### config.mk
export PLATFORM = sky130hd
export DESIGN_NAME = screen_sequencer
export DESIGN_NICKNAME = d
export VERILOG_FILES = /design/src/rtl/screen_pkg.sv /design/src/rtl/screen_sequencer_frame_tick.sv /design/src/rtl/screen_sequencer.sv
export SDC_FILE = /design/constraint.sdc
export NUM_CORES = 1
export LEC_CHECK = 0
export CORE_ASPECT_RATIO = 0.6
export CORE_MARGIN = 4
export CORE_UTILIZATION = 40
export CTS_BUF_LIST = sky130_fd_sc_hd__clkbuf_16
export CTS_CLUSTER_DIAMETER = 150
export CTS_CLUSTER_SIZE = 24
export DETAILED_ROUTE_END_ITERATION = 16
export MAX_ROUTING_LAYER = met4
export PLACE_DENSITY = 0.8
export SYNTH_ARGS = -nofsm -noshare
export SYNTH_HDL_FRONTEND = slang
export SYNTH_HIERARCHICAL = 1
export SYNTH_SLANG_ARGS = --single-unit
### constraint.sdc
create_clock -name clk -period 2.5 [get_ports clk]
set_input_delay 0.5 -clock clk [delete_from_list [all_inputs] [get_ports clk]]
set_output_delay 0.5 -clock clk [all_outputs]
set_load 0.01 [all_outputs]
### src/rtl/screen_pkg.sv
// Shared encodings and constants for the game-screen sequencer.
// PAUSE_EN widens the state encoding to make room for the PAUSE screen.
package screen_pkg;

`ifdef PAUSE_EN
   localparam int STATE_W = 3;
`else
   localparam int STATE_W = 2;
`endif

   localparam int           COLOR_W     = 16;
   localparam int           FRAME_W     = 10;
   localparam logic [15:0]  WHITE       = 16'hFFFF;
   localparam logic [15:0]  SKY_DEFAULT = 16'h6DFF;
   localparam logic [9:0]   FRAME_MAX   = 10'h3FF;

`ifdef PAUSE_EN
   typedef enum logic [STATE_W-1:0] {
      TITLE = 3'd0,
      PLAY  = 3'd1,
      DYING = 3'd2,
      ACK   = 3'd3,
      PAUSE = 3'd4
   } state_t;
`else
   typedef enum logic [STATE_W-1:0] {
      TITLE = 2'd0,
      PLAY  = 2'd1,
      DYING = 2'd2,
      ACK   = 2'd3
   } state_t;
`endif

endpackage

### src/rtl/screen_sequencer_frame_tick.sv
// Frame origin detector: one-cycle tick, one clock after the scan reaches (0,0),
// once per frame regardless of how long the origin is held.
module frame_tick (
   input  logic       clk,
   input  logic       rst_n,
   input  logic [9:0] x,
   input  logic [8:0] y,
   output logic       tick
);

   logic origin_q;
   logic origin_d;

   always_ff @(posedge clk or negedge rst_n) begin
      if (!rst_n) begin
         origin_q <= 1'b0;
         origin_d <= 1'b0;
      end else begin
         origin_q <= (x == 10'd0) && (y == 9'd0);
         origin_d <= origin_q;
      end
   end

   assign tick = origin_q & ~origin_d;

endmodule

### src/rtl/screen_sequencer.sv
// Game-screen controller: sequences TITLE/PLAY/DYING/ACK, tracks lives and
// merges layer colours. Define PAUSE_EN to add the PAUSE screen.
//
//  state | meaning
//  TITLE | title overlay shown, wait for start press
//  PLAY  | game running, physics enabled
//  DYING | death animation, hold DYING_FRAMES frames
//  ACK   | end/clear screen, wait for press or ACK_FRAMES frames
//  PAUSE | (PAUSE_EN) game frozen, PLAY colours shown
module screen_sequencer
   import screen_pkg::*;
#(
   parameter logic [1:0]  LIVES        = 2'd3,
   parameter logic [9:0]  DYING_FRAMES = 10'd120,
   parameter logic [9:0]  ACK_FRAMES   = 10'd600,
   parameter logic [15:0] SKY_COLOR    = SKY_DEFAULT
) (
   input  logic               clk,
   input  logic               rst_n,
   input  logic [9:0]         x,
   input  logic [8:0]         y,
   input  logic               btn_start,
   input  logic               player_dead,
   input  logic               level_clear,
   input  logic [COLOR_W-1:0] title_color,
   input  logic               title_vld,
   input  logic [COLOR_W-1:0] sprite_color,
   input  logic               sprite_vld,
   input  logic [COLOR_W-1:0] bg_color,
   input  logic               bg_vld,
   input  logic [COLOR_W-1:0] ack_color,
   output logic               title_play,
   output logic               ack_play,
   output logic               game_run,
   output logic [1:0]         lives,
   output logic [STATE_W-1:0] state,
   output logic [COLOR_W-1:0] color
);

   logic               tick;
   logic               btn_q;
   logic               btn_rise;
   logic               dying_done;
   logic               ack_done;
   logic               frame_run;
   logic [FRAME_W-1:0] frames;
   logic [1:0]         lives_nxt;
   state_t             state_q;
   state_t             state_nxt;

   frame_tick u_frame_tick (
      .clk   (clk),
      .rst_n (rst_n),
      .x     (x),
      .y     (y),
      .tick  (tick)
   );

   assign btn_rise   = btn_start & ~btn_q;
   assign dying_done = tick && (frames == DYING_FRAMES - 10'd1);
   assign ack_done   = tick && (frames == ACK_FRAMES - 10'd1);
`ifdef PAUSE_EN
   assign frame_run  = tick && (frames != FRAME_MAX) && (state_q != PAUSE);
`else
   assign frame_run  = tick && (frames != FRAME_MAX);
`endif
   assign state      = state_q;

   always_comb begin
      state_nxt = state_q;
      lives_nxt = lives;
      case (state_q)
         TITLE: begin
            if (btn_rise) begin
               state_nxt = PLAY;
               lives_nxt = LIVES;
            end
         end
         PLAY: begin
            if (level_clear)
               state_nxt = ACK;
            else if (player_dead)
               state_nxt = DYING;
`ifdef PAUSE_EN
            else if (btn_rise)
               state_nxt = PAUSE;
`endif
         end
         DYING: begin
            if (dying_done) begin
               lives_nxt = (lives == 2'd0) ? 2'd0 : lives - 2'd1;
               state_nxt = (lives > 2'd1) ? PLAY : ACK;
            end
         end
         ACK: begin
            if (btn_rise || ack_done)
               state_nxt = TITLE;
         end
`ifdef PAUSE_EN
         PAUSE: begin
            if (btn_rise)
               state_nxt = PLAY;
         end
`endif
         default: state_nxt = TITLE;
      endcase
   end

   always_ff @(posedge clk or negedge rst_n) begin
      if (!rst_n) begin
         state_q    <= TITLE;
         title_play <= 1'b1;
         ack_play   <= 1'b0;
         game_run   <= 1'b0;
         lives      <= LIVES;
         frames     <= '0;
         btn_q      <= 1'b0;
         color      <= '0;
      end else begin
         btn_q      <= btn_start;
         state_q    <= state_nxt;
         title_play <= (state_nxt == TITLE);
         ack_play   <= (state_nxt == ACK);
         game_run   <= (state_nxt == PLAY);
         lives      <= lives_nxt;

         if (state_nxt != state_q)
            frames <= '0;
         else if (frame_run)
            frames <= frames + 10'd1;

         // Colour follows the screen currently displayed; overlays already lag by one clock.
         case (state_q)
            TITLE:   color <= title_vld ? title_color : WHITE;
            ACK:     color <= ack_color;
            default: color <= sprite_vld ? sprite_color :
                              bg_vld     ? bg_color     : SKY_COLOR;
         endcase
      end
   end

endmodule

==> metrics.md <==
| Metric | Value |
|---|---|
| Status | finished clean |
| GPL Wtd Cong | approximately 0.97 |
| VDD IR max | roughly 0.57 mV |
| Post-synth cell types | 51 |
| Max Buffers Root-to-Sink | 2 |
| Starting density of the core | 0.428 |
| Die width | approximately 100 microns |
| Synthesized area | 2240 sq um |
| Reg2reg setup slack | around 220 ps |
| Rel. slew slack | 0.369 |
| CP Data Required Time | about 2700 ps |
| DRC | 0 |
| Vias in the first global route | ~2300 |
| Layout cell share with drive strength beyond 1 | 0.113 |
| WS Path Type | register to register |
| Setup crit start kind | register |
| H-tree depth reported by CTS | 2 |
| GR Util met3 | 0.0595 |
| Most common flop cell mapped by yosys | dfrtp_1 |
| Syn Nets | 322 |
| Largest net degree at the start of global routing | 37 |
| Sequential area share after synthesis | 0.404 |
| DRT iter0 DRCs | around 160 |
| Fin cells | 410 |
| Setup TNS | 0 ps |
| Hold Crit Class | primary input to asynchronous set/reset pin |
| Crit-path max FO | 10 |
| Max_cap viols | 0 |
| Met1 Use GR | 0.298 |
| Total clock buffers created by CTS | 5 |
| Worst-margin pin slew | around 950 ps |
| Leakage | about 0.0014 uW |
| Ys async rst share | 1.00 |
| Synth area leader | dfrtp_1 |
| Vias per inst | ~5.7 |
| CORE AREA | about 5200 sq um |
| Ys Warns | 6 |
| Final Cycle Share | 0.910 |
| Area growth syn-to-layout | 62.0% |
| Total grt overflow | 0 |
| Layout Nets | 439 |
| FF+latch count, synth | 36 |
| Sequential Area | roughly 900 sq um |
| Routing usage on met2 | 0.321 |
| Initial antenna violation count | 0 |
| Post-DRT Antenna Nets | 0 |
| Post-DP HPWL | 5.80 mm |
| DR vias | approximately 2300 |
| Gr usage total | 0.220 |
| Syn Inst Count | ~230 |
| Global-route wire length before repair | ~12 mm |
| Clk_skew | around 5.8 ps |
| Fillers | a little under 400 |
| Post-synth EDFFs | 0 |
| Final setup vio count | 0 |
| Critical Path Sink Type | register |
| Port bufs | between 100 and 150 |
| Root Driver | clkbuf_16 |
| Wire per inst | between 15 and 20 microns |
| Clk slew on worst S/H paths | ~60 ps |
| Syn Area/Cell | 9.91 sq um |
| Synth area leaders | dfrtp_1 37%, a221oi_1 6.3%, nand2b_1 5.6%, nor4b_1 3.9%, a21oi_1 3.8% |
| RSZ-0062 raised after global routing | false |
| Post-layout min period | roughly 2300 ps |
| Final hold viol count | 0 |
| Yosys top cell area share | 0.369 |
| Worst-Skew Late Latency | between 200 and 300 ps |
| GR peak layer | met2 |
| DIE HEIGHT | 66.0 microns |
| Hold buffers post-CTS | 0 |
| FMAX | approximately 440 MHz |
| Post-CTS Resized | 0 |
| Rows | 20 |
| First-pass DRT Iterations | 4 |
| CTS tree | yes |
| Arr. time, crit path | ~2400 ps |
| Footprint of the multi-input gates | roughly 1200 sq um |
| Power per cell area | 953 nW/um^2 |
| Slew Viols, Final | 0 |
| Number of I/O pins | 114 |
| Placed cells | around 400 |
| Total Wirelength | 7.41 mm |
| Post CTS Setup Buffer Count | 0 |
| Die area | 6900 sq um |
| # diodes | 0 |
| CTS sink cnt | 36 |
## final cells by class
cell class / instances / share of cell area
multi-input cells: 168 / 0.341
repair buffers: 123 / 0.331
flip-flops and latches: 36 / 0.249
clock buffers: 5 / 0.0345
well taps: 66 / 0.0228
clock inverters: 3 / 0.0117
inverters: 9 / 0.00931
## where the power goes
| group | internal, uW | switching, uW | leakage [uW] |
|---|---|---|---|
| logic | 900 | 994 | 0.000840 |
| registers | 785 | 67.7 | 0.000446 |
| clock network | 468 | 240 | 0.0000798 |
| total | 2150 | 1300 | 0.00137 |
## kinds of logic (layout without fill, tap and decap cells)
| group | Yosys count | after routing | synth area share |
|---|---|---|---|
| xor+xnor | 4 | 4 | 0.0156 |
| simple gates | 86 | 86 | 0.263 |
| buf+inv | 22 | 140 | 0.0436 |
| compound gates | 69 | 69 | 0.228 |
| fa+ha+maj | 5 | 5 | 0.0279 |
| flops | 36 | 36 | 0.404 |
| mux | 4 | 4 | 0.0179 |
## layout by cell type, fill, tap and decap left out, types with 2 or more instances in the layout
| cell type | instances |
|---|---|
| a21oi_1 | 17 |
| a221oi_1 | 16 |
| a22oi_1 | 3 |
| buf_4 | 10 |
| clkbuf_16 | 5 |
| clkdlybuf4s50_1 | 112 |
| dfrtp_1 | 33 |
| dfstp_2 | 3 |
| ha_1 | 5 |
| inv_1 | 9 |
| mux2i_1 | 4 |
| nand2_1 | 11 |
| nand2b_1 | 20 |
| nand3_1 | 6 |
| nand3b_1 | 2 |
| nand4_1 | 3 |
| nor2_1 | 9 |
| nor2b_1 | 3 |
| nor3_1 | 3 |
| nor4_1 | 4 |
| nor4_2 | 3 |
| nor4_4 | 2 |
| nor4b_1 | 10 |
| o21ai_0 | 8 |
| o22ai_1 | 13 |
| xnor2_1 | 3 |
## Yosys cell counts, types with 4 or more instances
| cell | instances |
|---|---|
| nand3_1 | 6 |
| dfrtp_1 | 33 |
| o21ai_0 | 8 |
| nor2_1 | 9 |
| ha_1 | 5 |
| mux2i_1 | 4 |
| o22ai_1 | 13 |
| inv_1 | 9 |
| nand2b_1 | 20 |
| a21oi_1 | 17 |
| nor4_1 | 4 |
| nand2_1 | 11 |
| a221oi_1 | 16 |
| nor4b_1 | 10 |
| clkbuf_1 | 9 |
## routing by layer
layer  part of all wire  wire length [microns]  up-vias
met4              0.013                     97        0
met5                  0                      0        -
met3              0.071                    525       12
li1                   -                      -     1095
met1               0.47                   3460     1115
met2               0.45                   3320       95
## path summary, 6_finish.rpt
path                                  startpoint               endpoint  depth (start not counted)
setup / recovery                        state[0]              frames[6]                          8
hold / removal                             rst_n  u_frame_tick/origin_d                          1
setup reg to reg                        state[0]              frames[6]                          8
hold reg to reg            u_frame_tick/origin_q  u_frame_tick/origin_d                          0
max in group asynchronous                  rst_n              frames[5]                          1
min in group clk           u_frame_tick/origin_q  u_frame_tick/origin_d                          0
## critical path: stages, from the launching register on
cell     delay, ps
dfrtp_1        460
inv_1          210
ha_1           300
or2_2          160
o22ai_1         60
a31oi_1        280
o41ai_4        140
buf_4          200
nor4b_1        340
## metrics by stage
| stage | hold WS [ps] | util | setup WS, ps | total power [uW] | cell area [sq um] |
|---|---|---|---|---|---|
| 3_5_place_dp | 360 | 0.661 | 131 | 2730 | 3460 |
| 4_1_cts | 339 | 0.694 | 261 | 3450 | 3630 |
| 2_1_floorplan | 204 | - | 446 | 1920 | 2240 |
| 6_report | 300 | 0.694 | 224 | 3460 | 3630 |
| 3_3_place_gp | 351 | 0.661 | 324 | 2690 | 3460 |
| 5_1_grt | 377 | 0.694 | 151 | 3660 | 3630 |
## flip-flops by register name, indices dropped and copies added, names as in the netlist, 2 cells and up
name,count
color,16
frames,10
lives,2
state,2
Note: power is estimated with default switching activity, not from simulation.
==> patch 1 (same flow settings) <==
Change the package constant `FRAME_W` from 10 to 20.
--- a/src/rtl/screen_pkg.sv
+++ b/src/rtl/screen_pkg.sv
@@ -11,3 +11,3 @@
    localparam int           COLOR_W     = 16;
-   localparam int           FRAME_W     = 10;
+   localparam int           FRAME_W     = 20;
    localparam logic [15:0]  WHITE       = 16'hFFFF;
Behaviour: no difference found for any inputs over 10 cycles, from zero or initial values and one cycle with rst_n low; that may be too few to reach the edited logic, so the function may still have changed.
==> patch 1 against the unedited design <==
  * Non-clock buffer count grew 1
  * Largest cell class unchanged
  * Wire length grew 15%
  * Critical endpoint is now frames[2]
  * Final area grew 11%
  * Total power grew 1.6%
  * Critical path type unchanged
  * Synthesized area grew 17%
  * Synthesized cell count grew 24%
  * Worst setup slack lost 0.11 ns
  * Sequential cell count grew 10
  * First-iteration DRC count grew 81%
==> patch 1: results (changes against the unedited design) <==
Worst setup path
  – WP data arrival: 2.58 ns (was 2.44 ns)
  – R2R Setup Slk: 0.11 ns (was 0.22 ns)
  – Worst Path Max Fanout: 8 (was 10)

Logic synthesis
  – Post-synth ARST share: 100% (unchanged)
  – Sequential share of the synthesized area: 44.2% (was 40.4%)
  – Syn Area/Cell: 9.33 um2 (was 9.91 um2)
  – Synthesis Warnings: 6 (unchanged)
  – Area contributors post-synth: dfrtp_1 (41%), a221oi_1 (5.4%), nand2b_1 (4.8%) (was dfrtp_1 (37%), a221oi_1 (6.3%), nand2b_1 (5.6%))
  – Primary FF master, synth: dfrtp_1 (unchanged)
  – Count of cell types in the netlist: 51 (unchanged)
  – Most common library cells after synthesis: dfrtp_1 (43), nor2_1 (27), nand2_1 (22), nand2b_1 (20), a21oi_1 (19) (was dfrtp_1 (33), nand2b_1 (20), a21oi_1 (17), a221oi_1 (16), o22ai_1 (13))
  – Mapped Nets: 376 (was 322)

Drt
  – Via-per-instance ratio: 5.57 (was 5.65)
  – Via total after detailed routing: 2,681 (was 2,317)
  – Wirelength per Cell: 17.7 um (was 18.1 um)
  – DR pass1 iterations: 5 (was 4)
  – 1st-iter DRT viols: 297 (was 164)

Placement
  – Placed Cells: 473 (was 402)
  – Port Buffer Count: 113 (unchanged)
  – Hpwl dp: 6.67 mm (was 5.80 mm)
  – Gpl congestion: 0.885 (was 0.969)

Timing
  – Slew @ Worst Pin: 1.01 ns (was 0.946 ns)
  – Final Skew: 0.00677 ns (was 0.00582 ns)

Global route
  – All-layer global routing usage: 21.8% (was 22.0%)
  – Largest net degree at the start of global routing: 33 (was 37)
  – Number of global-route vias before repair: 2,585 (was 2,258)
  – Global-route wire length before repair: 13.6 mm (was 11.5 mm)
  – Initial antenna violation count: 0 (unchanged)

Clock network
  – Post-CTS Setup Bufs: 0 (unchanged)
  – CTS max path bufs: 2 (unchanged)
  – Clk Latency, worst-skew pair: 0.28 ns (about the same)
  – Clk sink count: 46 (was 36)
  – Clock buffers created by TritonCTS: 5 (unchanged)
  – Clock Tree Root: clkbuf_16 (unchanged)
  – Clk slew on worst S/H paths: 0.06 ns (about the same)
  – H-tree levels: 2 (unchanged)

Final layout
  – Biggest regs: frames (20), color (16) (was color (16), frames (10))
  – Layout Nets: 492 (was 439)
  – Layout cells sized above 1: 8.82% (was 11.3%)
  – Fill cell count: 497 (was 397)
  – # diodes: 0 (unchanged)

Min path
  – HP Class: primary input to async pin (unchanged)

Power and ir drop
  – Worst vdd ir: 0.525 mV (was 0.565 mV)
  – Lkg Pwr: 1.60 nW (was 1.37 nW)

Run status
  – Status: finished clean (unchanged)
==> patch 1: cell count changes after synthesis, moves of 3 or more <==
cell      unedited run  this run
xor2_1               1        11
dfrtp_1             33        43
nor4b_1             10         1
nor3_1               3        10
inv_1                9         4
nand3_1              6        10
mux2i_1              4         0
nor2_1               9        27
o21ai_0              8         3
clkbuf_1             9        12
and3_1               0         4
nand2_1             11        22
==> patch 1: final cells by class <==
type                            count  area [um2]  area share, %
Clock inverter                      3        41.3           1.02
Tap cell                           84         105           2.60
Inverter                            4        15.0          0.372
Timing Repair Buffer              124        1210           29.9
Clock buffer                        5         125           3.10
Multi-Input combinational cell    215        1390           34.4
Sequential cell                    46        1150           28.6
==> patch 1: final timing paths <==
kind,startpoint,end,depth (start not counted)
max in group asynchronous,rst_n,title_play,2
min reg2reg,u_frame_tick/origin_q,u_frame_tick/origin_d,0
min,rst_n,color[2],1
max,state[0],frames[2],8
max reg2reg,state[0],frames[2],8
min in group clk,u_frame_tick/origin_q,u_frame_tick/origin_d,0
==> patch 1: through the flow <==
stage          hold slack (ns)  worst slack, ns  area (um2)  power [mW]
2_1_floorplan            0.204            0.367        2610        1.93
3_3_place_gp             0.353            0.153        3860        2.71
3_5_place_dp             0.365           0.0714        3860        2.75
4_1_cts                  0.291           0.0870        4030        3.51
5_1_grt                  0.317           0.0134        4040        3.70
6_report                 0.268            0.112        4040        3.51
==> patch 1: logic make-up after synthesis <==
| group | Yosys count | share of synthesized area (%) |
|---|---|---|
| XOR/XNOR | 16 | 5.36 |
| adder cells (fa/ha/maj) | 5 | 2.39 |
| flip-flops | 46 | 44.2 |
| AO/OA/AOI/OAI | 71 | 18.7 |
| buffers and inverters | 19 | 3.02 |
| AND/OR/NAND/NOR | 123 | 26.3 |
==> patch 1: report_power, final <==
group	total [mW]	switching, mW	leakage (nW)	internal, mW
Sequential	0.979	0.0463	0.585	0.933
Combinational	1.79	0.966	0.937	0.828
Clock	0.738	0.270	0.0812	0.468
==> patch 1: what timing repair did <==
action / 4_1_cts / 5_1_grt
hold buffers: 0 / 0
endpoints found under the setup margin: 0 / 22
gates resized for setup: 0 / 2
==> patch 1: per-layer routing <==
layer / global-route usage, % / vias to the layer above / routed length (um) / part of all wire (%)
li1: - / 1264 / - / -
met4: 5.60 / 0 / 157 / 1.8
met5: - / - / 0 / 0
met1: 31.2 / 1277 / 3970 / 47
met3: 3.50 / 14 / 537 / 6.3
met2: 32.5 / 126 / 3870 / 45
==> patch 1: critical path, stage by stage (launching register included) <==
cell      delay (ns)
dfrtp_1         0.38
inv_1           0.16
ha_1            0.33
nand2_1         0.25
and2_1          0.27
nor3_1          0.25
o221ai_1        0.22
buf_4           0.20
nor3b_1         0.21
==> patch 2 (same flow settings) <==
Without the edit above. Reset style: synchronous (`rst_n`), changed in 2 clocked blocks.
--- a/src/rtl/screen_sequencer_frame_tick.sv
+++ b/src/rtl/screen_sequencer_frame_tick.sv
@@ -13,3 +13,3 @@
 
-   always_ff @(posedge clk or negedge rst_n) begin
+   always_ff @(posedge clk) begin
       if (!rst_n) begin
--- a/src/rtl/screen_sequencer.sv
+++ b/src/rtl/screen_sequencer.sv
@@ -108,3 +108,3 @@
 
-   always_ff @(posedge clk or negedge rst_n) begin
+   always_ff @(posedge clk) begin
       if (!rst_n) begin
Formal check against the unedited RTL: differs if rst_n is asserted again (counterexample within 4 cycles, from zero or initial values and one cycle with rst_n low); with rst_n held inactive, the same outputs for 10 cycles.
==> patch 2 against the unedited design <==
  * Total power shrank 22%
  * Cell count is 6.8% higher
  * Sequential cell count is the same
  * Wire length shrank 3.9%
  * Largest cell class unchanged
  * Synthesized cell count increased by 15%
  * Worst setup slack better by 0.18 ns
  * Global-route usage up 0.63 points
  * Critical path depth decreased by 1
  * Hold slack improved by 0.15 ns
  * Synthesized area fell by 7.5%
  * Fmax up 8.6%
  * Final area shrank 4.9%
==> patch 2: results (changes against the unedited design) <==
Power and ir drop
  – Clock power share: 25.9% (was 20.5%)
  – Lkg Pwr: 1.27 nW (was 1.37 nW)
  – Switching Share: 33.6% (was 37.7%)
  – Pwr/cell area: 783 mW/mm2 (was 953 mW/mm2)
  – Worst vdd ir: 0.410 mV (was 0.565 mV)
  – Combinational Power Share: 45.8% (was 54.8%)

Worst setup path
  – WP data arrival: 2.24 ns (was 2.44 ns)
  – Slowest-stage cell, CP: dfxtp_1 (was dfrtp_1)
  – Worst-case reg-to-reg path depth: 7 (was 8)

Placement
  – Placed Cells: 430 (was 402)
  – Dpl ws: 0.369 ns (was 0.131 ns)
  – Gpl congestion: 0.928 (was 0.969)
  – Hpwl dp: 5.65 mm (was 5.80 mm)
  – DP Area: 0.00329 mm2 (was 0.00346 mm2)

Logic synthesis
  – Area contributors post-synth: dfxtp_1 (35%), a21oi_1 (8.2%), nor2b_1 (6.6%) (was dfrtp_1 (37%), a221oi_1 (6.3%), nand2b_1 (5.6%))
  – Adder-Cell Fraction of Synth Area: 3.02% (was 2.79%)
  – Count of cell types in the netlist: 44 (was 51)
  – Compound-cell area share of the yosys netlist: 26.3% (was 22.8%)
  – Most common library cells after synthesis: dfxtp_1 (36), a21oi_1 (34), nand2_1 (26), o21ai_0 (23), nor2b_1 (22) (was dfrtp_1 (33), nand2b_1 (20), a21oi_1 (17), a221oi_1 (16), o22ai_1 (13))
  – Post-synth ARST share: 0% (was 100%)
  – Post-synthesis xor/xnor area fraction: 2.96% (was 1.56%)

Drt
  – 1st-iter DRT viols: 197 (was 164)
  – Final WL: 7.12 mm (was 7.41 mm)

Global route
  – Largest net degree at the start of global routing: 33 (was 37)
  – Global-route wire length before repair: 11.3 mm (was 11.5 mm)
  – Number of global-route vias before repair: 2,261 (was 2,258)

Final layout
  – Fill cell count: 373 (was 397)
  – Layout cells sized above 1: 6.67% (was 11.3%)
  – FF+latch area: 721 um2 (was 905 um2)
  – Cell Count, Final, Fillers Out: 438 (was 410)

Min path
  – HP Class: register to register (was primary input to async pin)

Timing
  – Final Skew: 0.00306 ns (was 0.00582 ns)
  – Slew @ Worst Pin: 0.576 ns (was 0.946 ns)

Run status
  – Status: finished clean (unchanged)
patch 2: cell types whose count changed after synthesis, sizes merged, moves of 14 or more:
cell	before	now
dfxtp	0	36
dfrtp	33	0
nor2b	3	22
nand2b	20	2
a21oi	17	34
a221oi	16	0
o21ai	8	24
nand2	12	26
patch 2: final cells by class:
class	instances	area share, %
clock buffers	5	3.63
clock inverters	3	1.12
repair buffers	120	34.3
multi-input cells	201	36.7
well taps	63	2.28
flip-flops and latches	36	20.9
inverters	10	1.09
patch 2: final timing paths:
kind | startpoint | to | slack [ns]
hold / removal | u_frame_tick/origin_q | u_frame_tick/origin_d | 0.45
setup reg to reg | state[0] | frames[5] | 0.40
setup / recovery | state[0] | frames[5] | 0.40
hold reg to reg | u_frame_tick/origin_q | u_frame_tick/origin_d | 0.45
patch 2: per-layer routing:
metal / up-vias / routed length, um / global-route usage [%]
met4: 0 / 70 / 4.87
li1: 1176 / - / -
met2: 144 / 2990 / 33.0
met1: 1097 / 3160 / 31.3
met3: 9 / 896 / 6.30
met5: - / 0 / -
